`src/rtl/status_reporter.sv`:
```
// Telemetry frame builder: SOF/STATUS/SEQ/CHK frames to UART TX on period, status change or host query.
// Define STATUS_REPORT_CRC_EN to replace the XOR checksum with CRC-8 (poly 0x07) over SOF, STATUS, SEQ.
module status_reporter #(
    parameter int unsigned PERIOD_CYCLES  = 50000000,
    parameter int unsigned TIMEOUT_CYCLES = 200000,
    parameter logic [7:0]  QUERY_CHAR     = 8'h3F,
    parameter logic [7:0]  SOF_BYTE       = 8'hA5
) (
    input  logic       Clk,
    input  logic       Rst_n,
    input  logic       Light,
    input  logic       Sensor,
    input  logic       Beeper,
    input  logic       lightSwitch,
    input  logic       finalcarrera1,
    input  logic       finalcarrera2,
    input  logic       motor1,
    input  logic       motor2,
    input  logic [7:0] RxData,
    input  logic       RxDone,
    output logic [7:0] TxData,
    output logic       TxStart,
    input  logic       TxDone,
    output logic       Busy,
    output logic       TimeoutErr
);
    typedef enum logic [1:0] {IDLE, LOAD, SEND, WAIT_DONE} state_t;

    state_t      state;
    logic [7:0]  rawStatus, syncMeta, syncStatus;
    logic [7:0]  seq, lastSent, snap, chk, loadChk, nextByte;
    logic [1:0]  idx;
    logic        pending;
    logic [31:0] periodCnt, timeoutCnt;
    logic        periodHit, queryHit, changeHit, startFrame, timeoutHit;

    assign rawStatus = {motor2, motor1, finalcarrera2, finalcarrera1,
                        lightSwitch, Beeper, Sensor, Light};

    always_ff @(posedge Clk or negedge Rst_n) begin
        if (!Rst_n) begin
            syncMeta   <= '0;
            syncStatus <= '0;
        end else begin
            syncMeta   <= rawStatus;
            syncStatus <= syncMeta;
        end
    end

    assign periodHit  = (PERIOD_CYCLES != 0) && (periodCnt == PERIOD_CYCLES - 1);
    assign queryHit   = RxDone && (RxData == QUERY_CHAR);
    assign changeHit  = syncStatus != lastSent;
    assign startFrame = (state == IDLE) && (periodHit || queryHit || changeHit || pending);
    assign timeoutHit = timeoutCnt == TIMEOUT_CYCLES - 1;

`ifdef STATUS_REPORT_CRC_EN
    function automatic logic [7:0] crc8(input logic [23:0] data);
        logic [7:0] c;
        logic       fb;
        c = 8'h00;
        for (int i = 23; i >= 0; i--) begin
            fb = c[7] ^ data[i];
            c  = {c[6:0], 1'b0} ^ (fb ? 8'h07 : 8'h00);
        end
        return c;
    endfunction

    assign loadChk = crc8({SOF_BYTE, syncStatus, seq});
`else
    assign loadChk = SOF_BYTE ^ syncStatus ^ seq;
`endif

    // Byte that follows the one just acknowledged
    always_comb begin
        nextByte = chk;
        case (idx)
            2'd0:    nextByte = snap;
            2'd1:    nextByte = seq;
            default: nextByte = chk;
        endcase
    end

    // Free-running, restarted at each frame start so periodic frames stay evenly spaced
    always_ff @(posedge Clk or negedge Rst_n) begin
        if (!Rst_n)                      periodCnt <= '0;
        else if (startFrame || periodHit) periodCnt <= '0;
        else                             periodCnt <= periodCnt + 32'd1;
    end

    always_ff @(posedge Clk or negedge Rst_n) begin
        if (!Rst_n) begin
            state      <= IDLE;
            TxData     <= '0;
            TxStart    <= 1'b0;
            Busy       <= 1'b0;
            TimeoutErr <= 1'b0;
            seq        <= '0;
            lastSent   <= '0;
            snap       <= '0;
            chk        <= '0;
            idx        <= '0;
            pending    <= 1'b0;
            timeoutCnt <= '0;
        end else begin
            TxStart    <= 1'b0;
            TimeoutErr <= 1'b0;
            if (state != IDLE && (periodHit || queryHit)) pending <= 1'b1;
            case (state)
                IDLE: begin
                    if (startFrame) begin
                        pending <= 1'b0;
                        state   <= LOAD;
                    end
                end
                LOAD: begin
                    snap    <= syncStatus;
                    chk     <= loadChk;
                    idx     <= '0;
                    Busy    <= 1'b1;
                    TxStart <= 1'b1;
                    TxData  <= SOF_BYTE;
                    state   <= SEND;
                end
                SEND: begin
                    timeoutCnt <= '0;
                    state      <= WAIT_DONE;
                end
                WAIT_DONE: begin
                    if (TxDone) begin
                        if (idx == 2'd3) begin
                            seq      <= seq + 8'd1;
                            lastSent <= snap;
                            Busy     <= 1'b0;
                            state    <= IDLE;
                        end else begin
                            idx     <= idx + 2'd1;
                            TxStart <= 1'b1;
                            TxData  <= nextByte;
                            state   <= SEND;
                        end
                    end else if (timeoutHit) begin
                        TimeoutErr <= 1'b1;
                        Busy       <= 1'b0;
                        state      <= IDLE;
                    end else begin
                        timeoutCnt <= timeoutCnt + 32'd1;
                    end
                end
                default: state <= IDLE;
            endcase
        end
    end
endmodule

```
`config.mk`:
```
export PLATFORM = sky130hd
export DESIGN_NAME = status_reporter
export DESIGN_NICKNAME = d
export VERILOG_FILES = /design/src/rtl/status_reporter.sv
export SDC_FILE = /design/constraint.sdc
export NUM_CORES = 1
export LEC_CHECK = 0
export BUFFER_PORTS_ARGS = -buffer_cell sky130_fd_sc_hd__buf_2
export CAP_MARGIN = 20
export CORE_UTILIZATION = 55
export CTS_CLUSTER_SIZE = 25
export DETAILED_ROUTE_END_ITERATION = 12
export GPL_ROUTABILITY_DRIVEN = 1
export PLACE_DENSITY = 0.83
export SLEW_MARGIN = 5
export SYNTH_ARGS = -nofsm -noshare
export SYNTH_HDL_FRONTEND = slang
export SYNTH_SLANG_ARGS = --single-unit
```
`constraint.sdc`:
```
create_clock -name Clk -period 2.4 [get_ports Clk]
set_clock_uncertainty 0.2 [all_clocks]
set_input_delay 0.24 -clock Clk [delete_from_list [all_inputs] [get_ports Clk]]
set_output_delay 0.24 -clock Clk [all_outputs]
set_load 0.02 [all_outputs]
```
**After elaboration in Yosys (flattened, before gate mapping)**

Cells that the tools add are included.

- Register bits after elaboration: 128
- Bits of input ports: 20
- Output and inout bits: 11
- Logic and storage cells: 83

- Add/subtract/negate cells: 4
- Equality and inequality tests: 16
- Mux-type cells: 29
- Bitwise gates (word level): 2
- Reductions and logical operators: 17

Operator list:

| cell | number |
|---|---|
| 32-bit two-way mux | 3 |
| 32-bit by 1-bit adder with 32-bit output, second input constant | 2 |
| 32-bit one-hot mux with 2 select lines | 1 |
| 32-bit by 18-bit equality test with 1-bit output, second input constant | 1 |
| 32-bit by 26-bit equality test with 1-bit output, second input constant | 1 |
| 8-bit one-hot mux with 2 select lines | 2 |
| 8-bit two-way mux | 2 |
| 2-bit two-way mux | 6 |
| 3-bit AND reduction | 4 |
| 1-bit two-way mux | 11 |
| 2-bit != test, second input constant | 5 |
| 8-bit by 1-bit adder with 8-bit output, second input constant | 1 |
| 8-bit by 6-bit equality test with 1-bit output, second input constant | 1 |
| 8-bit != test | 1 |
| 2-bit one-hot mux with 4 select lines | 1 |
| 8-bit XOR | 1 |
| 2-bit equality test, second input constant | 3 |
| 3-bit != test, second input constant | 2 |
| 2-bit nonzero test | 3 |
| 2-bit by 1-bit equality test with 1-bit output, second input constant | 2 |
| 2-bit logical NOT | 2 |
| 1-bit logical OR | 4 |
| 4-bit inverter | 1 |
| 1-bit one-hot mux with 2 select lines | 2 |
| 4 further kinds | 6 |

**Depth between registers and ports, before layout**

Gate-level depths: netlist of the first run.

- Depth in word-level cells: 8
- Mapped depth: 8
- Mapped depth without buffers: 7

**Least setup slack after synthesis of the first run**

No wires, ideal clock.

- Path kind: register -> register
- From: reg timeoutCnt[21]
- To: reg timeoutCnt[7]
- Setup time: 0.126 ns
- Arrival time: 1.992 ns
- Required time: 2.074 ns
- Setup slack: 0.082 ns
- Cell stages (with the launch flop): 7
- Buffers on the path: 1
- Clock period less this slack: 2.318 ns
- Cell sequence: dfrtp_1 -> or4_4 -> nor4_4 -> a31o_2 -> buf_6 -> nor4_1 -> a311o_1

- Word-level cells in the longest chain between the ends: 3

RTL lines:

| what | RTL line | text |
|---|---|---|
| start: declaration | 34 | `logic [31:0] periodCnt, timeoutCnt;` |
| start signal: assignment | 146 | `timeoutCnt <= timeoutCnt + 32'd1;` |
| 32-bit by 18-bit equality test with 1-bit output | 54 | `assign timeoutHit = timeoutCnt == TIMEOUT_CYCLES - 1;` |
| 2-bit != test (no line) | -- |  |
| 3-bit AND reduction (no line) | -- |  |

Every way passes these cells.
A chain may end at the register's enable or synchronous reset.

**Worst setup path in the final report of the first run**

- From: reg timeoutCnt[21]
- To: reg timeoutCnt[23]

- Word-level cells in the longest chain between the ends: 4
- Elaborated cells between the ends (all ways): 7
- Classes of those cells: 1 x add/sub; 2 x eq/ne; 3 x mux; 1 x reduce/logical

RTL lines:

| what | RTL line | text |
|---|---|---|
| 32-bit by 1-bit adder with 32-bit output | 146 |  |
| 32-bit two-way mux | 141 | `end else if (timeoutHit) begin` |
| 32-bit two-way mux | 129 | `if (TxDone) begin` |
| 32-bit one-hot mux with 2 select lines | 108 | `case (state)` |

Several ways; a longest one is shown, not always the timed one. The select of a mux whose other input is x is not followed.

==> results of run 1 <==
-- worst min path at each step --
stage	from	endpoint	slack, ps	depth (start not counted)
2_1_floorplan	Rst_n	Busy$_DFFE_PN0P_	-260	0
3_3_place_gp	Rst_n	TxData[6]$_DFFE_PN0P_	80	1
3_5_place_dp	Rst_n	TxData[7]$_DFFE_PN0P_	100	1
4_1_cts	RxData[3]	state[0]$_DFFE_PN0P_	110	4
5_1_grt	RxData[3]	pending$_DFF_PN0_	140	3
6_report	RxData[3]	state[0]$_DFFE_PN0P_	120	4
-- worst max-delay path, cell delays in order (launching register included) --
cell and delay [ps]:
dfrtp_1 400, or4_4 570, nor4_4 320, buf_4 160, a311oi_2 120, buf_12 190
o311ai_0 110, o221ai_1 170
-- synthesized netlist by cell type, types with 5 or more instances --
library cell,number
a21oi_1,27
a31oi_1,26
and2_1,9
and3_1,13
and4_1,12
clkbuf_1,25
dfrtp_1,128
ha_1,6
inv_1,21
mux2_2,8
nand2_1,83
nand3_1,30
nand4_1,30
nor2_1,49
nor2b_1,7
nor3_1,6
nor4_1,11
o211ai_1,7
o21ai_0,33
o221ai_1,5
or3_1,11
or4_1,8
xnor2_1,18
xor2_1,31
-- routing by layer --
| layer | GRT usage [%] | up-vias | wire length [um] |
|---|---|---|---|
| met5 | 0 | - | 0 |
| met4 | 11.7 | 0 | 329 |
| met3 | 6.46 | 36 | 940 |
| met2 | 44.2 | 220 | 7140 |
| met1 | 37.5 | 2581 | 6720 |
| li1 | - | 2488 | - |
-- per-stage QoR --
stage                     setup slack [ps]  std cells  hold slack (ps)  util (%)
final                                 10.5        869              124      68.3
after global routing                 -54.7        869              139      68.3
after CTS                             18.0        869              109      68.1
after detailed placement              36.5        827             97.0      62.1
after global placement                89.8        827             79.6      62.1
after floorplan                       82.1        649             -256         -
-- flip-flops by register name, summed over array words and instances (netlist names) --
signal / count
syncMeta: 8
timeoutCnt: 32
chk: 8
snap: 8
periodCnt: 32
Busy: 1
pending: 1
TxData: 8
TxStart: 1
syncStatus: 8
lastSent: 8
idx: 2
TimeoutErr: 1
state: 2
seq: 8
-- power by group through the flow --
stage	Sequential, mW	Clock, mW	Combinational, mW
after global routing	3.11	2.60	2.26
after detailed placement	3.07	0	1.97
after floorplan	3.06	0	1.24
after global placement	3.04	0	1.88
final	3.06	2.47	2.05
after CTS	3.05	2.49	2.02
-- cell families (layout without fill, tap and decap cells) --
| family | after synthesis | in the layout | synth area share, % |
|---|---|---|---|
| adder cells (fa/ha/maj) | 6 | 6 | 1.20 |
| XOR/XNOR | 49 | 49 | 6.86 |
| multiplexers | 9 | 9 | 1.60 |
| AO/OA/AOI/OAI | 123 | 123 | 12.4 |
| AND/OR/NAND/NOR | 281 | 281 | 23.4 |
| flip-flops | 128 | 128 | 51.2 |
| buffers and inverters | 53 | 133 | 3.42 |
-- area by class of cell --
type                       instances  area, um^2
fill                             752        3480
sequential                       128        3200
multi-input combinational        468        2870
timing repair buffer              80         616
clock buffer                      17         425
tap                              140         175
clock inverter                    15         139
inverter                          21        78.8
-- repair_timing --
action                                  CTS  global route
hold endpoints to repair                 55             0
endpoints found under the setup margin    0             6
gates resized for setup                   0             4
hold buffers                             10             0
setup buffers                             0             0
==> report_table.html, run 1 <==
<table>
<tr><th>Metric</th><th>Value</th></tr>
<tr><th colspan="2">Synthesis</th></tr>
<tr><td>Cell taking the most area after synthesis</td><td>dfrtp_1</td></tr>
<tr><td>Sequential cell area fraction in the yosys report</td><td>51.2%</td></tr>
<tr><td>Leading cell types by total area after synthesis</td><td>dfrtp_1 51%, nand2_1 5.0%, xor2_1 4.3%</td></tr>
<tr><td>Register bit count reported by yosys</td><td>128</td></tr>
<tr><td>Number of distinct library cell variants in the gate-level netlist after synthesis</td><td>51</td></tr>
<tr><td>Async set-or-reset flop fraction in the synthesized netlist</td><td>100%</td></tr>
<tr><td>Share of the synthesized area in the top cell type</td><td>51.2%</td></tr>
<tr><td>Avg Inst Size Synth</td><td>9.65 um^2</td></tr>
<tr><td>Cell count after synthesis</td><td>649</td></tr>
<tr><td>Most used DFF post-synth</td><td>dfrtp_1</td></tr>
<tr><td>Syn Std Cell Area</td><td>6260 um^2</td></tr>
<tr><td>Synthesized net count</td><td>675</td></tr>
<tr><td>Syn. warnings</td><td>0</td></tr>
<tr><td>Count of flip-flops with a built-in enable after synthesis</td><td>0</td></tr>
<tr><th colspan="2">GRT</th></tr>
<tr><td>Final global-route overflow total</td><td>0</td></tr>
<tr><td>Largest net degree at the start of global routing</td><td>51</td></tr>
<tr><td>Via count of the first global-routing pass</td><td>5238</td></tr>
<tr><td>Wire length of the first global-routing pass</td><td>25.3 mm</td></tr>
<tr><td>Total global routing track utilization</td><td>28.1%</td></tr>
<tr><td>Number of antenna violations at the first check in global routing</td><td>0</td></tr>
<tr><th colspan="2">Flow run</th></tr>
<tr><td>Max-Cap Viols</td><td>0</td></tr>
<tr><th colspan="2">Power</th></tr>
<tr><td>Share of total power in sequential cells</td><td>40.4%</td></tr>
<tr><td>Static Leakage</td><td>3.34 nW</td></tr>
<tr><td>P per Cell Area</td><td>1010 nW/um^2</td></tr>
<tr><td>Share of total power consumed by net switching</td><td>36.2%</td></tr>
<tr><td>Combinational fraction of design power</td><td>27.1%</td></tr>
<tr><td>Internal power component</td><td>4.84 mW</td></tr>
<tr><td>PnR Total Power</td><td>7.58 mW</td></tr>
<tr><td>Clock network fraction of design power</td><td>32.5%</td></tr>
<tr><td>Net switching power figure</td><td>2.74 mW</td></tr>
<tr><td>Maximum VDD drop</td><td>0.749 mV</td></tr>
<tr><th colspan="2">Drt</th></tr>
<tr><td>Number of DRC violations after detailed-routing iteration 0</td><td>608</td></tr>
<tr><td>Routed len/inst</td><td>17.4 um</td></tr>
<tr><td>Number of routed nets with antenna violations</td><td>0</td></tr>
<tr><td>Drt total wl</td><td>15.1 mm</td></tr>
<tr><td>Number of detailed-routing iterations run before antenna repair</td><td>5</td></tr>
<tr><td>DRC errors left</td><td>0</td></tr>
<tr><td>Via/cell ratio</td><td>6.13</td></tr>
<tr><td>Total via count after detailed routing</td><td>5325</td></tr>
<tr><th colspan="2">Clocking</th></tr>
<tr><td>Max Buffers Root-to-Sink</td><td>2</td></tr>
<tr><td>Clock tree from TritonCTS</td><td>done</td></tr>
<tr><td>Number of CTS-inserted buffers</td><td>17</td></tr>
<tr><td>Clk Latency, worst-skew pair</td><td>430 ps</td></tr>
<tr><td>CTS H-tree lvls</td><td>4</td></tr>
<tr><td>Reg clk slew, reported paths</td><td>60 ps</td></tr>
<tr><td>Clk sinks</td><td>128</td></tr>
<tr><td>Buffer type at the clock tree root</td><td>clkbuf_16</td></tr>
<tr><th colspan="2">STA</th></tr>
<tr><td>Final setup violation count</td><td>0</td></tr>
<tr><td>Unrepaired setup endpoints after global routing</td><td>true</td></tr>
<tr><td>Tightest slew margin relative to the limit</td><td>58.3%</td></tr>
<tr><td>Worst Max-Slew Pin Slew</td><td>626 ps</td></tr>
<tr><td>Final-report hold violation count</td><td>0</td></tr>
<tr><td>Fin crit share</td><td>99.6%</td></tr>
<tr><td>Post-layout min period</td><td>2390 ps</td></tr>
<tr><td>Accumulated negative setup slack</td><td>0 ps</td></tr>
<tr><td>Slew Limit Fails</td><td>0</td></tr>
<tr><td>Peak clock frequency supported by timing</td><td>0.419 GHz</td></tr>
<tr><th colspan="2">Final layout</th></tr>
<tr><td>Area of all placed cells without fillers</td><td>7500 um^2</td></tr>
<tr><td>Highest-count cells in the layout ignoring fill and taps</td><td>128 x dfrtp_1, 83 x nand2_1, 49 x nor2_1</td></tr>
<tr><td>Most common cell after layout, fill and taps aside</td><td>dfrtp_1</td></tr>
<tr><td>Final #Nets</td><td>742</td></tr>
<tr><td>Relative area change from synthesis to final layout</td><td>19.9%</td></tr>
<tr><td>Fraction of final layout cells sized beyond drive strength 1</td><td>16.6%</td></tr>
<tr><td>Diode count</td><td>0</td></tr>
<tr><th colspan="2">Critical path</th></tr>
<tr><td>Type of the worst setup path</td><td>reg -&gt; reg</td></tr>
<tr><td>Terminus of the critical flop-to-flop path</td><td>timeoutCnt[23]$_DFFE_PN0P_</td></tr>
<tr><td>Worst Setup End Kind</td><td>register</td></tr>
<tr><td>Count of cells along the worst register-to-register path</td><td>7</td></tr>
<tr><td>Crit path required time</td><td>2480 ps</td></tr>
<tr><td>Startpoint types</td><td>register</td></tr>
<tr><td>Maximum fanout along the worst path</td><td>35</td></tr>
<tr><td>Data arrival at the endpoint of the critical path</td><td>2470 ps</td></tr>
<tr><td>FF-to-FF Start</td><td>timeoutCnt[21]$_DFFE_PN0P_</td></tr>
<tr><td>Worst Setup SP</td><td>timeoutCnt[21]$_DFFE_PN0P_</td></tr>
<tr><td>Capture point of the critical path</td><td>timeoutCnt[23]$_DFFE_PN0P_</td></tr>
<tr><td>Minimum setup slack among reg-to-reg paths</td><td>10 ps</td></tr>
<tr><th colspan="2">Run status</th></tr>
<tr><td>Run status</td><td>completed</td></tr>
<tr><th colspan="2">Placed design</th></tr>
<tr><td>GPL Wtd Cong</td><td>0.880</td></tr>
<tr><td>Port Buffer Count</td><td>30</td></tr>
<tr><td>HPWL after detailed placement</td><td>10.1 mm</td></tr>
<tr><td>Cell Area, Placed</td><td>6820 um^2</td></tr>
<tr><th colspan="2">Floorplanning</th></tr>
<tr><td>Std-Cell Rows</td><td>38</td></tr>
<tr><td>Initial core utilization</td><td>57.0%</td></tr>
<tr><td>Die X-Extent</td><td>109 um</td></tr>
<tr><td>Placeable core region</td><td>11000 um^2</td></tr>
<tr><td>Die area</td><td>11800 um^2</td></tr>
<tr><td>Number of primary I/O pins</td><td>31</td></tr>
<tr><td>Die boundary height</td><td>109 um</td></tr>
<tr><th colspan="2">Worst hold path</th></tr>
<tr><td>Path type of the worst min-delay path</td><td>in -&gt; reg</td></tr>
</table>
(Power assumes the default switching activity.)
==> run 2, diff against run 1 <==
--- a/config.mk
+++ b/config.mk
@@ -7,12 +7,15 @@
 export LEC_CHECK = 0
 export BUFFER_PORTS_ARGS = -buffer_cell sky130_fd_sc_hd__buf_2
 export CAP_MARGIN = 20
+export CORE_MARGIN = 8
 export CORE_UTILIZATION = 55
 export CTS_CLUSTER_SIZE = 25
 export DETAILED_ROUTE_END_ITERATION = 12
 export GPL_ROUTABILITY_DRIVEN = 1
 export PLACE_DENSITY = 0.83
+export RECOVER_POWER = 25
 export SLEW_MARGIN = 5
 export SYNTH_ARGS = -nofsm -noshare
 export SYNTH_HDL_FRONTEND = slang
 export SYNTH_SLANG_ARGS = --single-unit
+export TNS_END_PERCENT = 20
==> run 2 against run 1 <==
The run now ends with setup timing left. Worst setup slack got worse by 22 ps. Cell area rose by 2.1%. Fmax down 0.91%. Largest cell class unchanged.
==> report_table.html, run 2 (synthesis results as in run 1) <==
<table>
<tr><th>Metric</th><th>Value</th></tr>
<tr><th colspan="2">Floorplanning</th></tr>
<tr><td>Die boundary height</td><td>123 um</td></tr>
<tr><td>Number of primary I/O pins</td><td>31</td></tr>
<tr><td>Initial core utilization</td><td>55.5%</td></tr>
<tr><td>Std-Cell Rows</td><td>39</td></tr>
<tr><td>Die area</td><td>15100 um^2</td></tr>
<tr><td>Die X-Extent</td><td>123 um</td></tr>
<tr><td>Placeable core region</td><td>11300 um^2</td></tr>
<tr><th colspan="2">GRT</th></tr>
<tr><td>Wire length of the first global-routing pass</td><td>27.7 mm</td></tr>
<tr><td>Number of antenna violations at the first check in global routing</td><td>0</td></tr>
<tr><td>Routing usage on met2</td><td>38.4%</td></tr>
<tr><td>Final global-route overflow total</td><td>0</td></tr>
<tr><td>Via count of the first global-routing pass</td><td>5689</td></tr>
<tr><td>Layer carrying the most global-route usage</td><td>met2</td></tr>
<tr><td>Total global routing track utilization</td><td>23.1%</td></tr>
<tr><td>Largest net degree at the start of global routing</td><td>83</td></tr>
<tr><td>Met3 global-route usage</td><td>5.66%</td></tr>
<tr><td>Met1 demand-to-capacity share in global routing</td><td>28.2%</td></tr>
<tr><th colspan="2">Critical path</th></tr>
<tr><td>Startpoint types</td><td>register</td></tr>
<tr><td>Buffers &amp; Inverters on Critical Path</td><td>2</td></tr>
<tr><td>Library cell contributing the largest single delay on the critical path</td><td>or4_4</td></tr>
<tr><td>Count of cells along the worst register-to-register path</td><td>7</td></tr>
<tr><td>Type of the worst setup path</td><td>reg -&gt; reg</td></tr>
<tr><td>Worst path max stage delay</td><td>570 ps</td></tr>
<tr><td>Crit path required time</td><td>2490 ps</td></tr>
<tr><td>Maximum fanout along the worst path</td><td>5</td></tr>
<tr><td>Data arrival at the endpoint of the critical path</td><td>2500 ps</td></tr>
<tr><td>Cell type group with the largest total delay on the critical path</td><td>simple AND/OR/NAND/NOR gates</td></tr>
<tr><td>Minimum setup slack among reg-to-reg paths</td><td>-10 ps</td></tr>
<tr><td>Terminus of the critical flop-to-flop path</td><td>timeoutCnt[31]$_DFFE_PN0P_</td></tr>
<tr><td>Worst Setup End Kind</td><td>register</td></tr>
<tr><td>FF-to-FF Start</td><td>timeoutCnt[15]$_DFFE_PN0P_</td></tr>
<tr><td>Chain of cells forming the critical path</td><td>or4_4 -&gt; nor4_4 -&gt; buf_4 -&gt; a311oi_4 -&gt; bufbuf_16 -&gt; o211ai_1 -&gt; o221ai_1</td></tr>
<tr><th colspan="2">STA</th></tr>
<tr><td>Accumulated negative setup slack</td><td>-11.5 ps</td></tr>
<tr><td>Post-layout min period</td><td>2410 ps</td></tr>
<tr><td>Fin crit share</td><td>100%</td></tr>
<tr><td>Worst Max-Slew Pin Slew</td><td>1010 ps</td></tr>
<tr><td>Tightest slew margin relative to the limit</td><td>32.9%</td></tr>
<tr><td>Unrepaired setup endpoints after global routing</td><td>true</td></tr>
<tr><td>Peak clock frequency supported by timing</td><td>0.415 GHz</td></tr>
<tr><td>Final setup violation count</td><td>1</td></tr>
<tr><td>Slew Limit Fails</td><td>0</td></tr>
<tr><td>Final-report hold violation count</td><td>0</td></tr>
<tr><td>Crit path setup slack, layout</td><td>-11.5 ps</td></tr>
<tr><th colspan="2">Placed design</th></tr>
<tr><td>GPL Wtd Cong</td><td>0.865</td></tr>
<tr><td>Port Buffer Count</td><td>30</td></tr>
<tr><td>HPWL after detailed placement</td><td>10.6 mm</td></tr>
<tr><td>Instance count after placement with tap cells included</td><td>834</td></tr>
<tr><td>Cell Area, Placed</td><td>6820 um^2</td></tr>
<tr><th colspan="2">Final layout</th></tr>
<tr><td>Highest-count cells in the layout ignoring fill and taps</td><td>128 x dfrtp_1, 83 x nand2_1, 49 x nor2_1</td></tr>
<tr><td>Final instance count without filler cells</td><td>882</td></tr>
<tr><td>Fraction of final layout cells sized beyond drive strength 1</td><td>17.9%</td></tr>
<tr><td>Diode count</td><td>0</td></tr>
<tr><td>Register area</td><td>3200 um^2</td></tr>
<tr><td>Largest registers ranked by flip-flop count</td><td>periodCnt (32), timeoutCnt (32)</td></tr>
<tr><td>Relative area change from synthesis to final layout</td><td>22.4%</td></tr>
<tr><td>Final #Nets</td><td>752</td></tr>
<tr><td>Fill cell instance count of the final layout</td><td>769</td></tr>
<tr><td>Area of all placed cells without fillers</td><td>7660 um^2</td></tr>
<tr><td>Multi-input logic area</td><td>2910 um^2</td></tr>
<tr><td>Most common cell after layout, fill and taps aside</td><td>dfrtp_1</td></tr>
<tr><th colspan="2">Drt</th></tr>
<tr><td>Number of detailed-routing iterations run before antenna repair</td><td>5</td></tr>
<tr><td>Via/cell ratio</td><td>6.27</td></tr>
<tr><td>Drt total wl</td><td>16.7 mm</td></tr>
<tr><td>DRC errors left</td><td>0</td></tr>
<tr><td>Routed len/inst</td><td>18.9 um</td></tr>
<tr><td>Total via count after detailed routing</td><td>5533</td></tr>
<tr><td>Number of routed nets with antenna violations</td><td>0</td></tr>
<tr><td>Number of DRC violations after detailed-routing iteration 0</td><td>655</td></tr>
<tr><th colspan="2">Clocking</th></tr>
<tr><td>Clk sinks</td><td>128</td></tr>
<tr><td>Buffer type at the clock tree root</td><td>clkbuf_16</td></tr>
<tr><td>Number of CTS-inserted buffers</td><td>17</td></tr>
<tr><td>CTS H-tree lvls</td><td>4</td></tr>
<tr><td>Clock tree from TritonCTS</td><td>done</td></tr>
<tr><td>Clk Latency, worst-skew pair</td><td>430 ps</td></tr>
<tr><td>Max Buffers Root-to-Sink</td><td>2</td></tr>
<tr><td>Reg clk slew, reported paths</td><td>70 ps</td></tr>
<tr><th colspan="2">Power</th></tr>
<tr><td>Static Leakage</td><td>3.40 nW</td></tr>
<tr><td>P per Cell Area</td><td>1020 nW/um^2</td></tr>
<tr><td>Maximum VDD drop</td><td>0.819 mV</td></tr>
<tr><td>PnR Total Power</td><td>7.83 mW</td></tr>
<tr><th colspan="2">Worst hold path</th></tr>
<tr><td>HP Start</td><td>syncMeta[1]$_DFF_PN0_</td></tr>
<tr><td>Worst Hold Endpoint</td><td>syncStatus[1]$_DFF_PN0_</td></tr>
<tr><td>Path type of the worst min-delay path</td><td>reg -&gt; reg</td></tr>
<tr><td>Worst hold path cell count</td><td>0</td></tr>
<tr><th colspan="2">Flow run</th></tr>
<tr><td>Max-Cap Viols</td><td>0</td></tr>
<tr><th colspan="2">Run status</th></tr>
<tr><td>Run status</td><td>complete, but fails checks</td></tr>
<tr><td>Violations in the final reports</td><td>setup timing</td></tr>
</table>
==> run 2: cell count changes in the layout (fill, tap and decap cells not counted), moves of 2 or more <==
| cell | previous run | this run |
|---|---|---|
| a31oi_1 | 26 | 22 |
| a31oi_2 | 0 | 4 |
| a41oi_1 | 1 | 3 |
| a41oi_2 | 2 | 0 |
| buf_12 | 5 | 3 |
| buf_4 | 36 | 40 |
| buf_6 | 0 | 2 |
| clkbuf_1 | 0 | 3 |
| clkinv_4 | 2 | 0 |
| inv_6 | 6 | 8 |
| inv_8 | 5 | 3 |
==> run 2: metal layers <==
metal,routed length (um),up-vias,share of wire [%]
li1,-,2502,-
met2,8140,288,49
met4,513,0,3.1
met1,6770,2676,41
met3,1240,67,7.4
met5,0,-,0
==> run 2: power by group <==
group          internal, mW  switching, mW  total, mW
Sequential             2.63          0.429       3.06
Clock                  1.48           1.11       2.59
Combinational         0.938           1.24       2.18
==> run 2: area by class of cell <==
cell class	instances	area share, %
sequential	128	41.8
multi-input combinational	468	38.0
clock buffer	17	5.55
timing repair buffer	90	9.16
clock inverter	15	2.12
tap	143	2.34
inverter	21	1.03
==> run 2: timing repair <==
action / CTS / global route
buffers inserted: 2 / 1
hold buffers: 10 / 0
gates resized for setup: 5 / 12
endpoints found under the hold margin: 55 / 0
cloned: 3 / 0
endpoints found under the setup margin: 12 / 22
pin swaps: 3 / 7
==> run 2: worst max-delay path by stage <==
| stage | from | end | slack [ps] | depth (start not counted) |
|---|---|---|---|---|
| 3_5_place_dp | timeoutCnt[24]$_DFFE_PN0P_ | timeoutCnt[23]$_DFFE_PN0P_ | -70 | 7 |
| 6_report | timeoutCnt[15]$_DFFE_PN0P_ | timeoutCnt[31]$_DFFE_PN0P_ | -10 | 7 |
| 3_3_place_gp | timeoutCnt[24]$_DFFE_PN0P_ | timeoutCnt[23]$_DFFE_PN0P_ | 40 | 6 |
| 2_1_floorplan | timeoutCnt[21]$_DFFE_PN0P_ | timeoutCnt[7]$_DFFE_PN0P_ | 80 | 6 |
| 5_1_grt | timeoutCnt[15]$_DFFE_PN0P_ | timeoutCnt[17]$_DFFE_PN0P_ | -100 | 7 |
| 4_1_cts | timeoutCnt[24]$_DFFE_PN0P_ | timeoutCnt[31]$_DFFE_PN0P_ | 10 | 7 |
==> run 2: stage by stage <==
| stage | hold slack [ps] | setup WS (ps) | utilization, % |
|---|---|---|---|
| 3_3_place_gp | 48.3 | 38.1 | 60.5 |
| 2_1_floorplan | -256 | 82.1 | - |
| 4_1_cts | 142 | 11.9 | 67.6 |
| 5_1_grt | 160 | -103 | 68.0 |
| 3_5_place_dp | 45.4 | -67.4 | 60.5 |
| 6_report | 150 | -11.5 | 68.0 |
==> run 2: worst reg2reg max path, delay by kind of cell (launching register included) <==
family / cells / cell delay (ps)
AOI/OAI and AO/OA: 3 / 350
buffers and inverters: 2 / 480
DFF: 1 / 380
and+or+nand+nor: 2 / 880
==> run 3, diff against run 2 <==
--- a/config.mk
+++ b/config.mk
@@ -7,13 +7,16 @@
 export LEC_CHECK = 0
 export BUFFER_PORTS_ARGS = -buffer_cell sky130_fd_sc_hd__buf_2
 export CAP_MARGIN = 20
+export CELL_PAD_IN_SITES_DETAIL_PLACEMENT = 1
+export CELL_PAD_IN_SITES_GLOBAL_PLACEMENT = 1
 export CORE_MARGIN = 8
-export CORE_UTILIZATION = 55
+export CORE_UTILIZATION = 43
 export CTS_CLUSTER_SIZE = 25
 export DETAILED_ROUTE_END_ITERATION = 12
 export GPL_ROUTABILITY_DRIVEN = 1
-export PLACE_DENSITY = 0.83
+export PLACE_DENSITY = 0.82
 export RECOVER_POWER = 25
+export SKIP_CTS_REPAIR_TIMING = 1
 export SLEW_MARGIN = 5
 export SYNTH_ARGS = -nofsm -noshare
 export SYNTH_HDL_FRONTEND = slang
==> run 3 against run 2 <==
The run now ends clean. Wire length grew 12%. Global-route usage fell by 2.0 points. Cell count increased by 4.1%. Fmax grew 1.8%. Worst setup slack improved by 43 ps. Die area up 24%. Cell area down 0.11%. Sequential share of layout area hardly changed. Utilization shrank 15 points. Critical path type unchanged. Largest cell class unchanged.
==> report_table.html, run 3 (synthesis results as in run 1) <==
<table>
<tr><th>Metric</th><th>Value</th></tr>
<tr><th colspan="2">STA</th></tr>
<tr><td>Unrepaired setup endpoints after global routing</td><td>true</td></tr>
<tr><td>Worst Hold Margin</td><td>49.8 ps</td></tr>
<tr><td>Final setup violation count</td><td>0</td></tr>
<tr><td>Post-layout min period</td><td>2370 ps</td></tr>
<tr><td>Peak clock frequency supported by timing</td><td>0.422 GHz</td></tr>
<tr><td>Worst Max-Slew Pin Slew</td><td>1200 ps</td></tr>
<tr><td>Tightest slew margin relative to the limit</td><td>20.1%</td></tr>
<tr><td>Final-report hold violation count</td><td>0</td></tr>
<tr><td>Fin crit share</td><td>98.7%</td></tr>
<tr><td>Slew Limit Fails</td><td>0</td></tr>
<tr><td>Accumulated negative setup slack</td><td>0 ps</td></tr>
<tr><th colspan="2">Drt</th></tr>
<tr><td>Number of DRC violations after detailed-routing iteration 0</td><td>351</td></tr>
<tr><td>Drt total wl</td><td>18.7 mm</td></tr>
<tr><td>DRC errors left</td><td>0</td></tr>
<tr><td>Number of detailed-routing iterations run before antenna repair</td><td>5</td></tr>
<tr><td>Total via count after detailed routing</td><td>5464</td></tr>
<tr><td>Via/cell ratio</td><td>5.95</td></tr>
<tr><td>Routed len/inst</td><td>20.4 um</td></tr>
<tr><td>Number of routed nets with antenna violations</td><td>0</td></tr>
<tr><th colspan="2">Power</th></tr>
<tr><td>P per Cell Area</td><td>1030 nW/um^2</td></tr>
<tr><td>Static Leakage</td><td>3.36 nW</td></tr>
<tr><td>PnR Total Power</td><td>7.85 mW</td></tr>
<tr><td>Maximum VDD drop</td><td>0.635 mV</td></tr>
<tr><th colspan="2">Placed design</th></tr>
<tr><td>HPWL after detailed placement</td><td>12.6 mm</td></tr>
<tr><td>Port Buffer Count</td><td>30</td></tr>
<tr><td>GPL Wtd Cong</td><td>0.838</td></tr>
<tr><td>Instance count after placement with tap cells included</td><td>874</td></tr>
<tr><th colspan="2">Critical path</th></tr>
<tr><td>Buffers &amp; Inverters on Critical Path</td><td>2</td></tr>
<tr><td>Maximum fanout along the worst path</td><td>25</td></tr>
<tr><td>Worst Setup End Kind</td><td>register</td></tr>
<tr><td>Worst path max stage delay</td><td>570 ps</td></tr>
<tr><td>Startpoint types</td><td>register</td></tr>
<tr><td>Chain of cells forming the critical path</td><td>or4_4 -&gt; nor4_4 -&gt; buf_4 -&gt; a311oi_4 -&gt; buf_12 -&gt; a31oi_1 -&gt; a31oi_1</td></tr>
<tr><td>Data arrival at the endpoint of the critical path</td><td>2460 ps</td></tr>
<tr><td>Crit path required time</td><td>2500 ps</td></tr>
<tr><td>Cell type group with the largest total delay on the critical path</td><td>simple AND/OR/NAND/NOR gates</td></tr>
<tr><td>Library cell contributing the largest single delay on the critical path</td><td>or4_4</td></tr>
<tr><td>Cell mode on critical path</td><td>a31oi_1</td></tr>
<tr><td>Type of the worst setup path</td><td>reg -&gt; reg</td></tr>
<tr><th colspan="2">GRT</th></tr>
<tr><td>Number of antenna violations at the first check in global routing</td><td>0</td></tr>
<tr><td>Final global-route overflow total</td><td>0</td></tr>
<tr><td>Via count of the first global-routing pass</td><td>5909</td></tr>
<tr><td>Largest net degree at the start of global routing</td><td>48</td></tr>
<tr><td>Total global routing track utilization</td><td>21.2%</td></tr>
<tr><td>Wire length of the first global-routing pass</td><td>30.8 mm</td></tr>
<tr><th colspan="2">Clocking</th></tr>
<tr><td>Reg clk slew, reported paths</td><td>60 ps</td></tr>
<tr><td>CTS H-tree lvls</td><td>4</td></tr>
<tr><td>Clock tree from TritonCTS</td><td>done</td></tr>
<tr><td>Clk Latency, worst-skew pair</td><td>420 ps</td></tr>
<tr><td>Buffer type at the clock tree root</td><td>clkbuf_16</td></tr>
<tr><td>Max Buffers Root-to-Sink</td><td>2</td></tr>
<tr><td>Number of CTS-inserted buffers</td><td>17</td></tr>
<tr><td>Clk sinks</td><td>128</td></tr>
<tr><th colspan="2">Worst hold path</th></tr>
<tr><td>Path type of the worst min-delay path</td><td>in -&gt; reg</td></tr>
<tr><th colspan="2">Final layout</th></tr>
<tr><td>Final instance count without filler cells</td><td>918</td></tr>
<tr><td>Largest registers ranked by flip-flop count</td><td>periodCnt (32), timeoutCnt (32)</td></tr>
<tr><td>Fill cell instance count of the final layout</td><td>1580</td></tr>
<tr><td>Most common cell after layout, fill and taps aside</td><td>dfrtp_1</td></tr>
<tr><td>Relative area change from synthesis to final layout</td><td>22.2%</td></tr>
<tr><td>Register area</td><td>3200 um^2</td></tr>
<tr><td>Diode count</td><td>0</td></tr>
<tr><td>Multi-input logic area</td><td>2930 um^2</td></tr>
<tr><td>Final #Nets</td><td>747</td></tr>
<tr><td>Fraction of final layout cells sized beyond drive strength 1</td><td>17.7%</td></tr>
<tr><td>Highest-count cells in the layout ignoring fill and taps</td><td>128 x dfrtp_1, 83 x nand2_1, 49 x nor2_1</td></tr>
<tr><td>Core occupancy in the finished layout</td><td>53.3%</td></tr>
<tr><th colspan="2">Floorplanning</th></tr>
<tr><td>Die area</td><td>18700 um^2</td></tr>
<tr><td>Std-Cell Rows</td><td>44</td></tr>
<tr><td>Number of primary I/O pins</td><td>31</td></tr>
<tr><td>Die X-Extent</td><td>137 um</td></tr>
<tr><td>Die boundary height</td><td>137 um</td></tr>
<tr><td>Placeable core region</td><td>14400 um^2</td></tr>
<tr><td>Initial core utilization</td><td>43.6%</td></tr>
<tr><th colspan="2">Flow run</th></tr>
<tr><td>Max-Cap Viols</td><td>0</td></tr>
<tr><th colspan="2">Run status</th></tr>
<tr><td>Run status</td><td>completed</td></tr>
</table>
[run 3: stage by stage]
step,setup slack (ps),cell area (um^2)
after detailed placement,-124,6890
after floorplan,82.1,6260
after global routing,-51.4,7650
final,31.6,7650
after CTS,-149,7480
after global placement,55.0,6890
[run 3: tightest hold or removal path, delay by kind of cell]
family	cells	cell delay, ps
buffers and inverters	1	90
AOI/OAI and AO/OA	2	280
[run 3: final timing paths]
kind / startpoint / end / slack [ps] / cells past startpoint
max: timeoutCnt[24]$_DFFE_PN0P_ / timeoutCnt[18]$_DFFE_PN0P_ / 30 / 7
min: RxData[3] / pending$_DFF_PN0_ / 50 / 3
max reg2reg: timeoutCnt[24]$_DFFE_PN0P_ / timeoutCnt[18]$_DFFE_PN0P_ / 30 / 7
min reg2reg: syncMeta[5]$_DFF_PN0_ / syncStatus[5]$_DFF_PN0_ / 150 / 0
max in group asynchronous: Rst_n / timeoutCnt[31]$_DFFE_PN0P_ / 340 / 3
min in group asynchronous: Rst_n / snap[5]$_DFFE_PN0P_ / 390 / 2
[run 3: area by class of cell]
type | instances | area share [%]
Sequential cell | 128 | 41.9
Multi-Input combinational cell | 468 | 38.2
Timing Repair Buffer | 85 | 8.19
Clock buffer | 18 | 5.61
Tap cell | 184 | 3.01
Clock inverter | 14 | 2.06
Inverter | 21 | 1.03
[run 3: power by group]
part / switching (mW) / leakage (nW) / total, mW / internal (mW)
Combinational: 1.28 / 1.42 / 2.15 / 0.871
Clock: 1.05 / 0.284 / 2.60 / 1.55
Sequential: 0.472 / 1.65 / 3.10 / 2.63
Total: 2.80 / 3.36 / 7.85 / 5.05
[run 3: per-layer routing]
metal  up-vias  GRT usage [%]  wire length (um)
met5         -              0                 0
li1       2495              -                 -
met2       135           35.8              9590
met1      2790           24.9              7800
met3        44           4.04               756
met4         0           11.5               561
